## config.mk

```make
export PLATFORM = sky130hd
export DESIGN_NAME = mult_div_seq_flat
export DESIGN_NICKNAME = d
export VERILOG_FILES = /design/src/rtl/mult_div_seq_pkg.sv /design/src/rtl/mult_div_seq_if.sv /design/src/rtl/mult_div_seq_sign_mag_conv.sv /design/src/rtl/mult_div_seq.sv /design/src/flat_wrapper.sv
export SDC_FILE = /design/constraint.sdc
export NUM_CORES = 1
export LEC_CHECK = 0
export CAP_MARGIN = 20
export CORE_MARGIN = 1
export CORE_UTILIZATION = 59
export DETAILED_ROUTE_END_ITERATION = 6
export PLACE_DENSITY_LB_ADDON = 0.3
export RECOVER_POWER = 100
export SETUP_SLACK_MARGIN = 0.1
export SLEW_MARGIN = 10
export SYNTH_ARGS = -nofsm -noshare
export SYNTH_HDL_FRONTEND = slang
export SYNTH_SLANG_ARGS = --single-unit
```

## constraint.sdc

```tcl
create_clock -name clk -period 8.5 [get_ports clk]
set_clock_uncertainty 0.2 [all_clocks]
set_input_delay 2.125 -clock clk [delete_from_list [all_inputs] [get_ports clk]]
set_output_delay 2.125 -clock clk [all_outputs]
set_load 0.01 [all_outputs]
```

## src/rtl/mult_div_seq_pkg.sv

```systemverilog
// Shared definitions for the sequential multiply/divide unit: operation
// encodings, FSM state encoding and small opcode decode helpers.
package mult_div_seq_pkg;

  typedef enum logic [1:0] {
    OP_MULT  = 2'b00,
    OP_MULTU = 2'b01,
    OP_DIV   = 2'b10,
    OP_DIVU  = 2'b11
  } opT;

  typedef enum logic [1:0] {
    ST_IDLE = 2'b00,
    ST_CALC = 2'b01,
    ST_FIX  = 2'b10,
    ST_ZDIV = 2'b11
  } stateT;

  function automatic logic isDiv(input opT o);
    return (o == OP_DIV) || (o == OP_DIVU);
  endfunction

  function automatic logic isSigned(input opT o);
    return (o == OP_MULT) || (o == OP_DIV);
  endfunction

endpackage

```

## src/rtl/mult_div_seq_if.sv

```systemverilog
// Request/result bundle between the A/B operand registers, the multiply/divide
// unit and the Hi/Lo result registers.
interface mult_div_seq_if #(
  parameter int WIDTH = 32
);
  import mult_div_seq_pkg::*;

  logic             start;
  opT               op;
  logic [WIDTH-1:0] a_in;
  logic [WIDTH-1:0] b_in;
  logic             busy;
  logic             done;
  logic [WIDTH-1:0] hi;
  logic [WIDTH-1:0] lo;
  logic             div_zero;

  modport master (
    output start, op, a_in, b_in,
    input  busy, done, hi, lo, div_zero
  );

  modport slave (
    input  start, op, a_in, b_in,
    output busy, done, hi, lo, div_zero
  );

endinterface

```

## src/rtl/mult_div_seq_sign_mag_conv.sv

```systemverilog
// Conditional two's-complement negate. With neg tied to the sign bit it yields
// abs(x); the most negative value maps onto its unsigned magnitude 2^(WIDTH-1).
module sign_mag_conv #(
  parameter int WIDTH = 32
) (
  input  logic [WIDTH-1:0] x,
  input  logic             neg,
  output logic [WIDTH-1:0] y
);

  assign y = neg ? -x : x;

endmodule

```

## src/rtl/mult_div_seq.sv

```systemverilog
// WIDTH-generic sequential multiplier / restoring divider. Operands are taken as
// magnitudes at start, iterated WIDTH times, then sign-corrected into hi/lo.
module mult_div_seq
  import mult_div_seq_pkg::*;
#(
  parameter int WIDTH = 32
) (
  input logic          clk,
  input logic          reset,
  mult_div_seq_if.slave bus
);

  localparam int CNT_W = $clog2(WIDTH + 1);

  stateT            stateReg, stateNext;
  opT               opReg, opNext;
  logic             negLoReg, negLoNext;
  logic             negHiReg, negHiNext;
  logic [WIDTH-1:0] mcandReg, mcandNext;
  logic [WIDTH-1:0] workHiReg, workHiNext;
  logic [WIDTH-1:0] workLoReg, workLoNext;
  logic [CNT_W-1:0] cntReg, cntNext;
  logic             busyReg, busyNext;
  logic             doneReg, doneNext;
  logic [WIDTH-1:0] hiReg, hiNext;
  logic [WIDTH-1:0] loReg, loNext;
  logic             divZeroReg, divZeroNext;

  opT               opIn;
  logic             signedIn;
  logic [WIDTH-1:0] capIn  [2];
  logic [WIDTH-1:0] capMag [2];

  assign opIn     = bus.op;
  assign signedIn = isSigned(opIn);
  assign capIn[0] = bus.a_in;
  assign capIn[1] = bus.b_in;

  // Operand magnitudes: index 0 is the multiplicand/dividend, 1 the multiplier/divisor.
  for (genvar gi = 0; gi < 2; gi++) begin : gCapture
    sign_mag_conv #(.WIDTH(WIDTH)) uAbs (
      .x  (capIn[gi]),
      .neg(signedIn & capIn[gi][WIDTH-1]),
      .y  (capMag[gi])
    );
  end

  logic [2*WIDTH-1:0] prodFix;
  logic [WIDTH-1:0]   quotFix;
  logic [WIDTH-1:0]   remFix;

  sign_mag_conv #(.WIDTH(2*WIDTH)) uFixProd (
    .x  ({workHiReg, workLoReg}),
    .neg(negLoReg),
    .y  (prodFix)
  );

  sign_mag_conv #(.WIDTH(WIDTH)) uFixQuot (
    .x  (workLoReg),
    .neg(negLoReg),
    .y  (quotFix)
  );

  sign_mag_conv #(.WIDTH(WIDTH)) uFixRem (
    .x  (workHiReg),
    .neg(negHiReg),
    .y  (remFix)
  );

  // One shift-add step (multiply) and one shift-subtract step (divide). The
  // partial remainder is always below the divisor, so WIDTH+1 bits suffice.
  logic [WIDTH:0] mulSum;
  logic [WIDTH:0] divShift;
  logic [WIDTH:0] divDiff;

  assign mulSum   = {1'b0, workHiReg} + (workLoReg[0] ? {1'b0, mcandReg} : '0);
  assign divShift = {workHiReg, workLoReg[WIDTH-1]};
  assign divDiff  = divShift - {1'b0, mcandReg};

  always_comb begin
    stateNext   = stateReg;
    opNext      = opReg;
    negLoNext   = negLoReg;
    negHiNext   = negHiReg;
    mcandNext   = mcandReg;
    workHiNext  = workHiReg;
    workLoNext  = workLoReg;
    cntNext     = cntReg;
    busyNext    = busyReg;
    doneNext    = 1'b0;
    hiNext      = hiReg;
    loNext      = loReg;
    divZeroNext = divZeroReg;

    unique case (stateReg)
      ST_IDLE: begin
        if (bus.start) begin
          opNext      = opIn;
          negLoNext   = signedIn & (bus.a_in[WIDTH-1] ^ bus.b_in[WIDTH-1]);
          negHiNext   = signedIn & bus.a_in[WIDTH-1];
          cntNext     = '0;
          divZeroNext = 1'b0;
          busyNext    = 1'b1;
          workHiNext  = '0;
          if (isDiv(opIn)) begin
            workLoNext = capMag[0];
            mcandNext  = capMag[1];
            stateNext  = (bus.b_in == '0) ? ST_ZDIV : ST_CALC;
          end else begin
            workLoNext = capMag[1];
            mcandNext  = capMag[0];
            stateNext  = ST_CALC;
          end
        end
      end

      ST_CALC: begin
        if (isDiv(opReg)) begin
          if (!divDiff[WIDTH]) begin
            workHiNext = divDiff[WIDTH-1:0];
            workLoNext = {workLoReg[WIDTH-2:0], 1'b1};
          end else begin
            workHiNext = divShift[WIDTH-1:0];
            workLoNext = {workLoReg[WIDTH-2:0], 1'b0};
          end
        end else begin
          workHiNext = mulSum[WIDTH:1];
          workLoNext = {mulSum[0], workLoReg[WIDTH-1:1]};
        end
        cntNext = cntReg + 1'b1;
        if (cntReg == CNT_W'(WIDTH - 1)) begin
          stateNext = ST_FIX;
        end
      end

      ST_FIX: begin
        if (isDiv(opReg)) begin
          hiNext = remFix;
          loNext = quotFix;
        end else begin
          {hiNext, loNext} = prodFix;
        end
        doneNext  = 1'b1;
        busyNext  = 1'b0;
        stateNext = ST_IDLE;
      end

      ST_ZDIV: begin
        doneNext    = 1'b1;
        divZeroNext = 1'b1;
        busyNext    = 1'b0;
        stateNext   = ST_IDLE;
      end

      default: stateNext = ST_IDLE;
    endcase
  end

  always_ff @(posedge clk or posedge reset) begin
    if (reset) begin
      stateReg   <= ST_IDLE;
      opReg      <= OP_MULT;
      negLoReg   <= 1'b0;
      negHiReg   <= 1'b0;
      mcandReg   <= '0;
      workHiReg  <= '0;
      workLoReg  <= '0;
      cntReg     <= '0;
      busyReg    <= 1'b0;
      doneReg    <= 1'b0;
      hiReg      <= '0;
      loReg      <= '0;
      divZeroReg <= 1'b0;
    end else begin
      stateReg   <= stateNext;
      opReg      <= opNext;
      negLoReg   <= negLoNext;
      negHiReg   <= negHiNext;
      mcandReg   <= mcandNext;
      workHiReg  <= workHiNext;
      workLoReg  <= workLoNext;
      cntReg     <= cntNext;
      busyReg    <= busyNext;
      doneReg    <= doneNext;
      hiReg      <= hiNext;
      loReg      <= loNext;
      divZeroReg <= divZeroNext;
    end
  end

  assign bus.busy     = busyReg;
  assign bus.done     = doneReg;
  assign bus.hi       = hiReg;
  assign bus.lo       = loReg;
  assign bus.div_zero = divZeroReg;

endmodule

```

## src/flat_wrapper.sv

```systemverilog
// flat-port wrapper written by rule: the top's interface ports become plain ports
module mult_div_seq_flat import mult_div_seq_pkg::*;
#(
  parameter int WIDTH = 32
)
  (clk, reset, bus_start, bus_op, bus_a_in, bus_b_in, bus_busy, bus_done, bus_hi, bus_lo, bus_div_zero);
  mult_div_seq_if #(.WIDTH(WIDTH)) bus_i ();
  input logic clk;
  input logic reset;
  input wire logic [$bits(bus_i.start)-1:0] bus_start;
  input wire logic [$bits(bus_i.op)-1:0] bus_op;
  input wire logic [$bits(bus_i.a_in)-1:0] bus_a_in;
  input wire logic [$bits(bus_i.b_in)-1:0] bus_b_in;
  output wire logic [$bits(bus_i.busy)-1:0] bus_busy;
  output wire logic [$bits(bus_i.done)-1:0] bus_done;
  output wire logic [$bits(bus_i.hi)-1:0] bus_hi;
  output wire logic [$bits(bus_i.lo)-1:0] bus_lo;
  output wire logic [$bits(bus_i.div_zero)-1:0] bus_div_zero;
  assign bus_i.start = bus_start;
  assign bus_i.op = bus_op;
  assign bus_i.a_in = bus_a_in;
  assign bus_i.b_in = bus_b_in;
  assign bus_busy = bus_i.busy;
  assign bus_done = bus_i.done;
  assign bus_hi = bus_i.hi;
  assign bus_lo = bus_i.lo;
  assign bus_div_zero = bus_i.div_zero;
  mult_div_seq #(.WIDTH(WIDTH)) u_core (.clk(clk), .reset(reset), .bus(bus_i));
endmodule
```

==> results.yml, run 1 <==
placement:
  place.gp.congestion: 1.01
  io_buffer_count: 135
  place_hpwl_mm: 33.3
synthesis:
  postSynthCellCount: 1810
  ys.flop_type: "dfrtp_1"
  yosys_register_bits: 174
  netlist_area_um2: 14300
  synth_cell_type_count: 82
  yosysWarnings: 0
  async_reset_ff_share_pct: 100
  ys_seq_area_share_pct: 30.4
  syn_area_per_cell_um2: 7.90
  synth_edf_count: 0
  syn-num-nets: 1950
finish:
  drive_gt1_share_pct: 3.62
  nFillCells: 2017
  final_cell_mix: "nand2_1 (223), o21ai_0 (208), dfrtp_1 (173), nor2_1 (155), a21oi_1 (139)"
  fin_nets: 2006
  n_antenna_cell: 0
  area_delta_synth_final_pct: 13.8
  final_common_cell: "nand2_1"
global_routing:
  grt_use_total_pct: 36.1
  antenna_found_initial: 0
  grt_pass1_wl_mm: 69.0
  grt-ovfl-total: 0
  grt_pass1_vias: 12800
  grt_max_degree: 129
setup_path:
  cp-start-kind: "primary input"
  end_kind: "flop"
  worstSetupPathType: "primary input to flop"
  crit_required_ns: 8.61
  cp_max_fo: 65
  slowest_delay_ns: 1.96
  crit_slowest_cell: "clkbuf_1"
  crit_chain: "dlygate4sd3_1, nand2_1, or2_0, clkbuf_1, o311ai_0, a21boi_0"
  critical_path_arrival_ns: 6.71
clock_network:
  cts-resized-gates: 0
  cts_tree: "yes"
  clock_path_buffers: 2
  htree_num_levels: 4
  holdBufCountCts: 0
  cts_made_buffers: 17
  cts-root-buf: "clkbuf_16"
  clk-insertion-delay-late_ns: 0.45
  clock_sinks: 174
  cts.reportedPaths.clkPinSlew_ns: 0.08
  post_cts_buffers: 0
drt:
  drc: 0
  drt_iter0_drc: 1310
  vias_per_cell: 6.37
  first_pass_iters: 5
  wl_mm: 43.8
  ant_nets: 0
  via_count: 14000
  drt-wirelength-per-cell_um: 19.9
sta:
  holdWs_ns: 0.277
  fmax_mhz: 151
  worstMarginPinSlew_ns: 2.63
  rsz0062_at_grt: "false"
  relSlewSlack_pct: -75.7
  timing.final.crit_period_ns: 6.60
  setup_viol: 0
  slew_viol_final: 291
  hold_violations: 0
  tns_ns: 0
  post-route-period-util_pct: 77.7
run_status:
  status: "finished with violations"
  violations: "max-capacitance violations, max-slew violations"
floorplanning:
  dieArea_um2: 24900
  initial_core_util_pct: 60.6
  fp.dieW_um: 158
  core_um2: 23600
  rows: 56
  die_h_um: 158
  io_pins: 136
min_path:
  hp-class: "flop to flop"
power:
  peakVddDrop_uv: 276
  p_leak_uw: 0.00693
  power_per_cell_area_nw_per_um2: 396
run:
  maxCapViolations: 6
[cells by family after synthesis]
group / count (synthesis) / share of synthesized area (%)
fa+ha+maj: 71 / 6.32
compound gates: 589 / 25.3
simple gates: 573 / 18.4
mux: 54 / 3.81
xor+xnor: 170 / 10.4
buf+inv: 179 / 5.28
flops: 174 / 30.4
[path summary, 6_finish.rpt]
path / startpoint / endpoint / slack [ns] / cells past startpoint
min: u_core.bus.lo[1] / u_core.bus.lo[1] / 0.28 / 2
min reg2reg: u_core.bus.lo[1] / u_core.bus.lo[1] / 0.28 / 2
max in group asynchronous: reset / u_core.workHiReg[15] / 4.29 / 3
min in group asynchronous: reset / u_core.bus.lo[15] / 2.22 / 2
max: bus_start / u_core.workLoReg[22] / 1.90 / 6
max reg2reg: u_core.workLoReg[0] / u_core.workHiReg[30] / 2.29 / 14
[power by group]
part	switching (µW)	leakage [µW]	internal, µW	total [µW]
logic	2310	0.00446	1610	3910
clock network	435	0.000307	414	849
registers	483	0.00216	1200	1690
[final cells by class]
class	instances	area, µm²	share of cell area (%)
well taps	319	399	2.45
repair buffers	151	1440	8.87
clock inverters	15	216	1.33
clock buffers	17	425	2.61
flip-flops and latches	174	4360	26.8
multi-input cells	1457	9190	56.5
inverters	65	245	1.51
[metal layers]
metal | GRT usage, % | routed length, µm
met2 | 55.5 | 19500
met4 | 14.3 | 1520
met5 | 0 | 0
met1 | 51.1 | 18800
met3 | 4.87 | 4040
[registers in the layout, summed over array words and instances, names as in the netlist]
name                 cells
u_core.bus.lo           32
u_core.negHiReg          1
u_core.negLoReg          1
u_core.bus.hi           32
u_core.bus.done          1
u_core.workLoReg        32
u_core.mcandReg         32
u_core.bus.div_zero      1
u_core.opReg             1
u_core.cntReg            6
u_core.workHiReg        32
u_core.stateReg          2
u_core.bus.busy          1
[cells in the mapped netlist, types with 4 or more instances]
cell       number  area share (%)
nand2_1       223             5.9
o21ai_0       206             7.2
dfrtp_1       174              30
nor2_1        156             4.1
a21oi_1       139             4.9
xor2_1         97             5.9
clkbuf_1       92             2.4
xnor2_1        73             4.5
ha_1           69             6.0
inv_1          65             1.7
mux2i_1        50             3.5
a211oi_1       41             2.2
nor3_1         37             1.3
o211ai_1       31             1.6
a31oi_1        24             1.0
nand3_1        24            0.84
nor2b_1        22            0.96
a21o_1         20             1.0
nor4_1         20            0.87
o31ai_1        18            0.94
nand2b_1       17            0.74
a22oi_1        16            0.84
nand4_1        13            0.57
o41ai_1        12            0.73
and2_1         11            0.48
a221o_1        10            0.70
o21a_1         10            0.52
and3_1          9            0.39
buf_1           9            0.24
or4_1           9            0.47
o21bai_1        8            0.42
or3_1           8            0.35
o221ai_1        7            0.43
o22ai_1         7            0.31
a21boi_0        6            0.31
buf_2           4            0.14
mux2_2          4            0.31
o2111ai_1       4            0.24
[worst max-delay path, delay by kind of cell]
family	cells	cell delay (ns)
compound gates	2	0.61
buf+inv	2	2.55
simple gates	2	1.39
[stage by stage]
step	utilization (%)	std cells	area (µm²)	power, µW	setup WS [ns]
final	68.9	2198	16300	6450	1.90
after global routing	68.9	2198	16300	6960	1.58
after CTS	69.2	2197	16300	6460	3.39
after detailed placement	66.5	2165	15700	5600	3.01
after global placement	66.5	2165	15700	5500	3.15
after floorplan	-	1810	14300	4420	1.46
Note: power is estimated with default switching activity, not from simulation.
==> run 2: changes to the inputs <==
Clock period 8.5 ns to 6.2 ns, I/O delays scaled along.
==> run 2 against run 1 <==
  * The flow still finishes with violations (max-capacitance violations, max-slew violations)
  * Clock-buffer cell count unchanged
  * Cell count unchanged
  * First-iteration DRC count decreased by 2.1%
  * Core utilization increased by 0.20 points
  * Critical endpoint unchanged
  * Largest power group unchanged
  * Highest routed layer unchanged
==> results.yml, run 2 (synthesis gave the netlist of run 1 again) <==
run_status:
  status: "finished with violations"
  violations: "max-capacitance violations, max-slew violations"
sta:
  setup_viol: 0
  hold_violations: 0
  holdWs_ns: 0.274
  worstMarginPinSlew_ns: 2.40
  relSlewSlack_pct: -60.1
  timing.final.crit_period_ns: 5.13
  slew_viol_final: 357
  fmax_mhz: 195
  tns_ns: 0
  post-route-period-util_pct: 82.8
  rsz0062_at_grt: "false"
  setup_ws_ns: 1.07
global_routing:
  grt_pass1_wl_mm: 68.9
  antenna_found_initial: 0
  grt-ovfl-total: 0
  grt_pass1_vias: 12700
  grt_max_degree: 175
  grt_use_total_pct: 36.0
min_path:
  holdCritStartpoint: "u_core.bus.hi[20]"
  hold-path-endpoint: "u_core.bus.hi[20]"
  hp-class: "flop to flop"
  min_path_cells: 2
clock_network:
  holdBufCountCts: 0
  cts_tree: "yes"
  post_cts_buffers: 0
  cts.reportedPaths.clkPinSlew_ns: 0.09
  cts-resized-gates: 0
  cts-root-buf: "clkbuf_16"
  clk-insertion-delay-late_ns: 0.45
  clock_sinks: 174
  cts_made_buffers: 17
  clock_path_buffers: 2
  htree_num_levels: 4
power:
  p_leak_uw: 0.00694
  p_int_uw: 4460
  power.switching_uw: 4500
  peakVddDrop_uv: 457
  seqPwrFrac_pct: 26.0
  total_power_uw: 8950
  pwr-share-clk_pct: 12.9
  comb_power_share_pct: 61.1
  power_per_cell_area_nw_per_um2: 549
  power_switching_share_pct: 50.2
finish:
  area_delta_synth_final_pct: 14.1
  n_antenna_cell: 0
  final_cell_area_um2: 16300
  final_cell_mix: "nand2_1 (223), o21ai_0 (207), dfrtp_1 (173), nor2_1 (155), a21oi_1 (139)"
  final_common_cell: "nand2_1"
  fin_nets: 2006
  drive_gt1_share_pct: 3.51
setup_path:
  cp_max_fo: 37
  reg2reg_depth: 13
  crit_slowest_cell: "or2_0"
  r2r_setup_slack_ns: 1.49
  worstSetupPathType: "primary input to flop"
  worstReg2RegEnd: "u_core.workHiReg[24]"
  slowest_delay_ns: 1.27
  critical_path_arrival_ns: 5.24
  crit_chain: "dlygate4sd3_1, nand2_1, or2_0, clkbuf_1, o311ai_0, a21boi_0"
  cp-start-kind: "primary input"
  worstPathBufferInverterCount: 2
  cpLargestDelayFamily: "buffers and inverters"
  r2r-start: "u_core.workHiReg[0]"
  end_kind: "flop"
  crit_required_ns: 6.30
floorplanning:
  die_h_um: 158
  fp.dieW_um: 158
  dieArea_um2: 24900
  core_um2: 23600
  initial_core_util_pct: 60.6
  rows: 56
  io_pins: 136
placement:
  place_hpwl_mm: 33.3
  place.gp.congestion: 1.04
  io_buffer_count: 135
  placed_area_um2: 15700
  place_ws_ns: 1.34
drt:
  first_pass_iters: 6
  drc: 0
  via_count: 14100
  wl_mm: 44.8
  vias_per_cell: 6.41
  drt-wirelength-per-cell_um: 20.4
  ant_nets: 0
  drt_iter0_drc: 1283
run:
  maxCapViolations: 5
==> run 2: worst min-delay path: stages (launching register included) <==
cell     delay, ns
dfrtp_1       0.34
nand2_1       0.04
o21ai_0       0.06
==> run 2: worst max-delay path by stage <==
stage	startpoint	end	depth (start not counted)
floorplan	bus_a_in[12]	u_core.mcandReg[29]	9
global placement	bus_a_in[10]	u_core.workLoReg[30]	10
detailed placement	bus_a_in[10]	u_core.mcandReg[29]	11
CTS	u_core.workHiReg[0]	u_core.workHiReg[24]	13
global route	bus_start	u_core.workLoReg[22]	7
finish	bus_start	u_core.workLoReg[22]	6
==> run 2: cell type report <==
| type | count | area (µm²) |
|---|---|---|
| Clock inverter | 15 | 214 |
| Clock buffer | 17 | 425 |
| Multi-Input combinational cell | 1457 | 9180 |
| Sequential cell | 174 | 4360 |
| Fill cell | 1958 | 7290 |
| Inverter | 65 | 248 |
| Timing Repair Buffer | 151 | 1500 |
| Tap cell | 319 | 399 |
==> run 2: routing by layer <==
metal  track usage, %  wire, µm  vias up
li1                 -         -     6609
met2             55.2     19900      735
met1             50.7     18900     6663
met4             14.4      1470        0
met5                0         0        -
met3             5.53      4530       93
==> run 2: power groups by stage <==
stage	logic, µW	clock network (µW)	registers (µW)
global route	6010	1200	2380
detailed placement	5400	0	2340
CTS	5430	1160	2320
finish	5470	1150	2330
global placement	5290	0	2310
floorplan	3950	0	2110
==> run 2: metrics by stage <==
stage          util (%)  std cells
3_5_place_dp       66.5       2163
6_report           69.1       2198
2_1_floorplan         -       1810
5_1_grt            69.1       2198
3_3_place_gp       66.5       2163
4_1_cts            69.2       2195
